`src/rtl/mem_arbiter_if.sv`:
```
// Bus bundle between the two caches, the shared RAM port and mem_arbiter.
// The slave modport is the arbiter's view; the master modport is the
// view of the surrounding logic (caches plus RAM) that drives the arbiter.
interface mem_arbiter_if #(
    parameter int ADDR_W = 32,
    parameter int DATA_W = 32
);
    // icache side
    logic              iREN;
    logic [ADDR_W-1:0] iaddr;
    logic              iwait;
    logic [DATA_W-1:0] iload;

    // dcache side
    logic              dREN;
    logic              dWEN;
    logic [ADDR_W-1:0] daddr;
    logic [DATA_W-1:0] dstore;
    logic              dwait;
    logic [DATA_W-1:0] dload;

    // shared RAM port
    logic              ramREN;
    logic              ramWEN;
    logic [ADDR_W-1:0] ramaddr;
    logic [DATA_W-1:0] ramstore;
    logic [DATA_W-1:0] ramload;
    logic              ramready;

    modport slave (
        input  iREN, iaddr,
        input  dREN, dWEN, daddr, dstore,
        input  ramload, ramready,
        output iwait, iload,
        output dwait, dload,
        output ramREN, ramWEN, ramaddr, ramstore
    );

    modport master (
        output iREN, iaddr,
        output dREN, dWEN, daddr, dstore,
        output ramload, ramready,
        input  iwait, iload,
        input  dwait, dload,
        input  ramREN, ramWEN, ramaddr, ramstore
    );
endinterface

```
`src/rtl/mem_arbiter.sv`:
```
// Shared RAM port arbiter for the icache (read-only) and dcache (read/write).
// One requester is served at a time by a three-state controller. Every
// completion or abort is followed by one IDLE bubble so a finished request
// is never re-issued. Ties in IDLE alternate using the 'last' grant record.
// Address/data are not latched: the served cache holds them until its wait
// goes low, and the RAM port is driven combinationally from the serve state.
module mem_arbiter #(
    parameter int ADDR_W = 32,
    parameter int DATA_W = 32
) (
    input  logic          CLK,
    input  logic          RST,
    mem_arbiter_if.slave  bus
);

    typedef enum logic [1:0] {
        IDLE  = 2'd0,
        ISERV = 2'd1,
        DSERV = 2'd2
    } state_t;

    typedef enum logic {
        LAST_I = 1'b0,
        LAST_D = 1'b1
    } grant_t;

    state_t state, state_nxt;
    grant_t last,  last_nxt;

    logic              dreq;
    logic              ren_c;
    logic              wen_c;
    logic [ADDR_W-1:0] addr_c;
    logic [DATA_W-1:0] store_c;
    logic              iwait_c;
    logic              dwait_c;

    assign dreq = bus.dREN | bus.dWEN;

    // State and grant record; async reset leaves last=D so the first tie goes to the icache.
    always_ff @(posedge CLK or posedge RST) begin
        if (RST) begin
            state <= IDLE;
            last  <= LAST_D;
        end else begin
            state <= state_nxt;
            last  <= last_nxt;
        end
    end

    // Next-state selection and RAM/wait outputs for the current serve state.
    always_comb begin
        state_nxt = state;
        last_nxt  = last;
        ren_c     = 1'b0;
        wen_c     = 1'b0;
        addr_c    = '0;
        store_c   = '0;
        iwait_c   = 1'b1;
        dwait_c   = 1'b1;

        case (state)
            IDLE: begin
                // ramready is deliberately ignored here.
                if (dreq && (!bus.iREN || last == LAST_I)) begin
                    state_nxt = DSERV;
                    last_nxt  = LAST_D;
                end else if (bus.iREN) begin
                    state_nxt = ISERV;
                    last_nxt  = LAST_I;
                end
            end

            ISERV: begin
                ren_c   = 1'b1;
                addr_c  = bus.iaddr;
                iwait_c = ~bus.ramready;
                // Completion, or abort when the icache withdraws before ready.
                if (bus.ramready || !bus.iREN) begin
                    state_nxt = IDLE;
                end
            end

            DSERV: begin
                // A write wins when both dcache strobes are high.
                wen_c   = bus.dWEN;
                ren_c   = bus.dREN & ~bus.dWEN;
                addr_c  = bus.daddr;
                store_c = bus.dstore;
                dwait_c = ~bus.ramready;
                // Completion, or abort when the dcache withdraws before ready.
                if (bus.ramready || !dreq) begin
                    state_nxt = IDLE;
                end
            end

            default: begin
                state_nxt = IDLE;
            end
        endcase
    end

    assign bus.ramREN   = ren_c;
    assign bus.ramWEN   = wen_c;
    assign bus.ramaddr  = addr_c;
    assign bus.ramstore = store_c;
    assign bus.iwait    = iwait_c;
    assign bus.dwait    = dwait_c;

    // Read data is a straight pass-through; it is meaningful only on completion.
    assign bus.iload    = bus.ramload;
    assign bus.dload    = bus.ramload;

endmodule

```
`src/flat_wrapper.sv`:
```
// flat-port wrapper written by rule: the top's interface ports become plain ports
module mem_arbiter_flat 
#(
    parameter int ADDR_W = 32,
    parameter int DATA_W = 32
)
  (CLK, RST, bus_iREN, bus_iaddr, bus_dREN, bus_dWEN, bus_daddr, bus_dstore, bus_ramload, bus_ramready, bus_iwait, bus_iload, bus_dwait, bus_dload, bus_ramREN, bus_ramWEN, bus_ramaddr, bus_ramstore);
  mem_arbiter_if #(.ADDR_W(ADDR_W), .DATA_W(DATA_W)) bus_i ();
  input  logic CLK;
  input  logic RST;
  input wire logic [$bits(bus_i.iREN)-1:0] bus_iREN;
  input wire logic [$bits(bus_i.iaddr)-1:0] bus_iaddr;
  input wire logic [$bits(bus_i.dREN)-1:0] bus_dREN;
  input wire logic [$bits(bus_i.dWEN)-1:0] bus_dWEN;
  input wire logic [$bits(bus_i.daddr)-1:0] bus_daddr;
  input wire logic [$bits(bus_i.dstore)-1:0] bus_dstore;
  input wire logic [$bits(bus_i.ramload)-1:0] bus_ramload;
  input wire logic [$bits(bus_i.ramready)-1:0] bus_ramready;
  output wire logic [$bits(bus_i.iwait)-1:0] bus_iwait;
  output wire logic [$bits(bus_i.iload)-1:0] bus_iload;
  output wire logic [$bits(bus_i.dwait)-1:0] bus_dwait;
  output wire logic [$bits(bus_i.dload)-1:0] bus_dload;
  output wire logic [$bits(bus_i.ramREN)-1:0] bus_ramREN;
  output wire logic [$bits(bus_i.ramWEN)-1:0] bus_ramWEN;
  output wire logic [$bits(bus_i.ramaddr)-1:0] bus_ramaddr;
  output wire logic [$bits(bus_i.ramstore)-1:0] bus_ramstore;
  assign bus_i.iREN = bus_iREN;
  assign bus_i.iaddr = bus_iaddr;
  assign bus_i.dREN = bus_dREN;
  assign bus_i.dWEN = bus_dWEN;
  assign bus_i.daddr = bus_daddr;
  assign bus_i.dstore = bus_dstore;
  assign bus_i.ramload = bus_ramload;
  assign bus_i.ramready = bus_ramready;
  assign bus_iwait = bus_i.iwait;
  assign bus_iload = bus_i.iload;
  assign bus_dwait = bus_i.dwait;
  assign bus_dload = bus_i.dload;
  assign bus_ramREN = bus_i.ramREN;
  assign bus_ramWEN = bus_i.ramWEN;
  assign bus_ramaddr = bus_i.ramaddr;
  assign bus_ramstore = bus_i.ramstore;
  mem_arbiter #(.ADDR_W(ADDR_W), .DATA_W(DATA_W)) u_core (.CLK(CLK), .RST(RST), .bus(bus_i));
endmodule
```
`config.mk`:
```
export PLATFORM = sky130hd
export DESIGN_NAME = mem_arbiter_flat
export DESIGN_NICKNAME = d
export VERILOG_FILES = /design/src/rtl/mem_arbiter_if.sv /design/src/rtl/mem_arbiter.sv /design/src/flat_wrapper.sv
export SDC_FILE = /design/constraint.sdc
export NUM_CORES = 1
export LEC_CHECK = 0
export ABC_AREA = 1
export BUFFER_PORTS_ARGS = -buffer_cell sky130_fd_sc_hd__buf_2
export CORE_AREA = 5 5 99 101
export DETAILED_ROUTE_END_ITERATION = 8
export DIE_AREA = 0 0 104 106
export GPL_TIMING_DRIVEN = 0
export SYNTH_ARGS = -nofsm -noshare
export SYNTH_HDL_FRONTEND = slang
export SYNTH_SLANG_ARGS = --single-unit
```
`constraint.sdc`:
```
create_clock -name CLK -period 2.7 [get_ports CLK]
set_clock_uncertainty 0.2 [all_clocks]
set_input_delay 0.135 -clock CLK [delete_from_list [all_inputs] [get_ports CLK]]
set_output_delay 0.135 -clock CLK [all_outputs]
set_load 0.01 [all_outputs]
```
==> run_results.csv <==
group,metric,value,unit
critical_path,crit_path_start,"u_core.state[0]",
routing,firstDrtPassIters,4,
routing,detail_route.iter0.violations,87,
die,core,8930,µm²
critical_path,crit_path_end_kind,"primary output",
critical_path,rr_startpoint,"u_core.state[0]",
die,io_pins,266,
clock_tree,htreeDepth,1,
die,die_area,11000,µm²
critical_path,worst_setup_path_start_kind,"register",
yosys,ys_types,15,
timing,worst_slew_margin_rel,81.2,%
critical_path,slowest_stage,"dfrtp_1",
clock_tree,ctsResizeCount,0,
critical_path,rr_endpoint,"u_core.state[0]",
yosys,synth_seq_cells,3,
clock_tree,numCtsBuffers,3,
outcome,status,"finished, final reports clean",
place,portBuffers,233,
critical_path,critPathMaxFanout,10,
global_route,grt_pass1_vias,2237,
finish,drive_gt1_share,60.9,%
finish,diodes,0,
routing,routed_wl,7650,µm
place,place.gp.congestion,0.762,
power,p_per_area,579,nW/µm²
clock_tree,path_clk_slew,0.03,ns
critical_path,crit_chain,"inv_1 > ha_1 > inv_1 > buf_2 > a21oi_1 > buf_2",
timing,grt_setup_unrepaired,"false",
global_route,grt_max_degree,11,
power,vdd_drop_max,373,µV
yosys,synthCells,281,
die,initial_utilization,17.0,%
routing,ant_nets,0,
critical_path,reg2reg_slack,1.17,ns
routing,routed_via_density,3.81,
timing,slew_viol_final,0,
timing,finalSetupTns,0,ns
routing,wl_per_cell,12.1,µm
clock_tree,cts_setup_buffers,0,
timing,setup_viol,0,
die,fp.dieH,106,µm
global_route,antenna_found_initial,0,
global_route,grtUsageTotal,12.0,%
die,die_w,104,µm
yosys,syn_area,1520,µm²
critical_path,r2r_cells,7,
global_route,grt_overflow_total,0,
clock_tree,cts_buffer_depth,2,
die,row_count,35,
clock_tree,hold_buffers,1,
critical_path,cpPeakStageDelay,0.36,ns
clock_tree,cts_tree,"built",
yosys,syn_nets,419,
power,power.leakage,2.02,nW
timing,finalHoldViolations,0,
hold_path,min_path_type,"in -> async",
place,post-dp-hpwl,6770,µm
clock_tree,cts-root-buf,"clkbuf_8",
finish,area_growth,89.3,%
finish,post-route-util,32.3,%
routing,vias,2399,
clock_tree,insertion_delay,0.22,ns
timing,final.min_clock_period,2.00,ns
timing,max_freq,499,MHz
finish,fin_nets,658,
critical_path,crit_required,2.37,ns
yosys,yosys_warnings,0,
critical_path,endpoint,"bus_ramaddr[12]",
yosys,ys_seq_area_share,5.01,%
timing,post-route-period-util,74.2,%
critical_path,critPathArrivalTime,1.67,ns
routing,drc,0,
timing,worst_pin_slew,0.281,ns
clock_tree,cts_sinks,3,
yosys,avgSynthCellArea,5.42,µm²
critical_path,crit_type,"reg -> out",
job,cap_violations,0,
global_route,grt_pass1_wl,11100,µm
-- registers in the layout, indices dropped and copies added (netlist names) --
register,count
u_core.state,2
u_core.last,1
-- power breakdown --
group | total, W | switching (W) | leakage [nW] | internal [W]
clock network | 0.000135 | 0.0000335 | 0.0228 | 0.000101
registers | 0.0000870 | 0.0000161 | 0.0363 | 0.0000709
logic | 0.00145 | 0.000865 | 1.96 | 0.000581
total | 0.00167 | 0.000915 | 2.02 | 0.000753
-- Yosys cell counts (all sizes together) --
cell type    n  share of area [%]
ha           4                3.3
clkbuf       2                1.8
nand4        2               0.82
o21ai        1               0.33
a21oi       34                 11
dfrtp        2                3.3
buf         76                 38
inv         45                 11
nor2         2               0.49
nand2      107                 26
nand3        5                1.6
dfstp        1                1.7
-- cells by family (layout without fill, tap and decap cells) --
logic type / Yosys count / after routing / share of synthesized area, %
adder cells (fa/ha/maj): 4 / 4 / 3.29
buffers and inverters: 123 / 361 / 50.6
flip-flops: 3 / 3 / 5.01
AND/OR/NAND/NOR: 116 / 116 / 29.3
AO/OA/AOI/OAI: 35 / 35 / 11.8
-- through the flow --
stage | hold WS [ns] | setup WS [ns] | cells | area, µm² | power (W)
2_1_floorplan | -0.312 | 1.22 | 281 | 1520 | 0.000962
3_3_place_gp | -0.202 | 0.874 | 625 | 2830 | 0.00154
3_5_place_dp | -0.197 | 0.889 | 625 | 2830 | 0.00156
4_1_cts | 0.118 | 0.639 | 630 | 2880 | 0.00170
5_1_grt | 0.155 | 0.556 | 630 | 2880 | 0.00184
6_report | 0.118 | 0.698 | 630 | 2880 | 0.00167
-- critical path, delay by kind of cell (launching register included) --
family          cells  cell delay (ns)
flops               1             0.36
compound gates      1             0.07
fa+ha+maj           1             0.29
buf+inv             4             0.72
-- layout by cell type, fill, tap and decap left out --
master	synthesis	routed
a21oi_1	33	33
ha_1	4	4
nor2_1	2	2
nand3_1	5	5
dfstp_2	1	1
clkbuf_8	2	5
buf_2	6	239
o21ai_0	1	1
a21oi_2	1	1
clkbuf_1	0	1
nand4_1	2	2
dlygate4sd3_1	0	1
buf_6	5	5
dfrtp_1	2	2
buf_4	65	65
inv_1	45	45
nand2_1	107	107
-- worst min-delay path by stage --
stage               start              end
floorplan             RST  u_core.state[0]
global placement      RST  u_core.state[0]
detailed placement    RST  u_core.state[1]
CTS                   RST  u_core.state[1]
global route          RST  u_core.state[1]
finish                RST  u_core.state[1]
-- metal layers --
layer / global-route usage [%] / share of wire, %
met5: 0 / 0
met4: 2.50 / 1.1
met3: 2.67 / 8.1
met2: 22.1 / 54
met1: 14.2 / 36
-- cell type report --
class / instances / area [µm²]
clock buffer: 4 / 45.0
buffer: 78 / 602
multi-input combinational: 155 / 676
inverter: 45 / 169
tap: 111 / 139
sequential: 3 / 76.3
timing repair buffer: 234 / 1180
fill: 1023 / 6050
No activity file was read; power rests on OpenSTA's default activity.
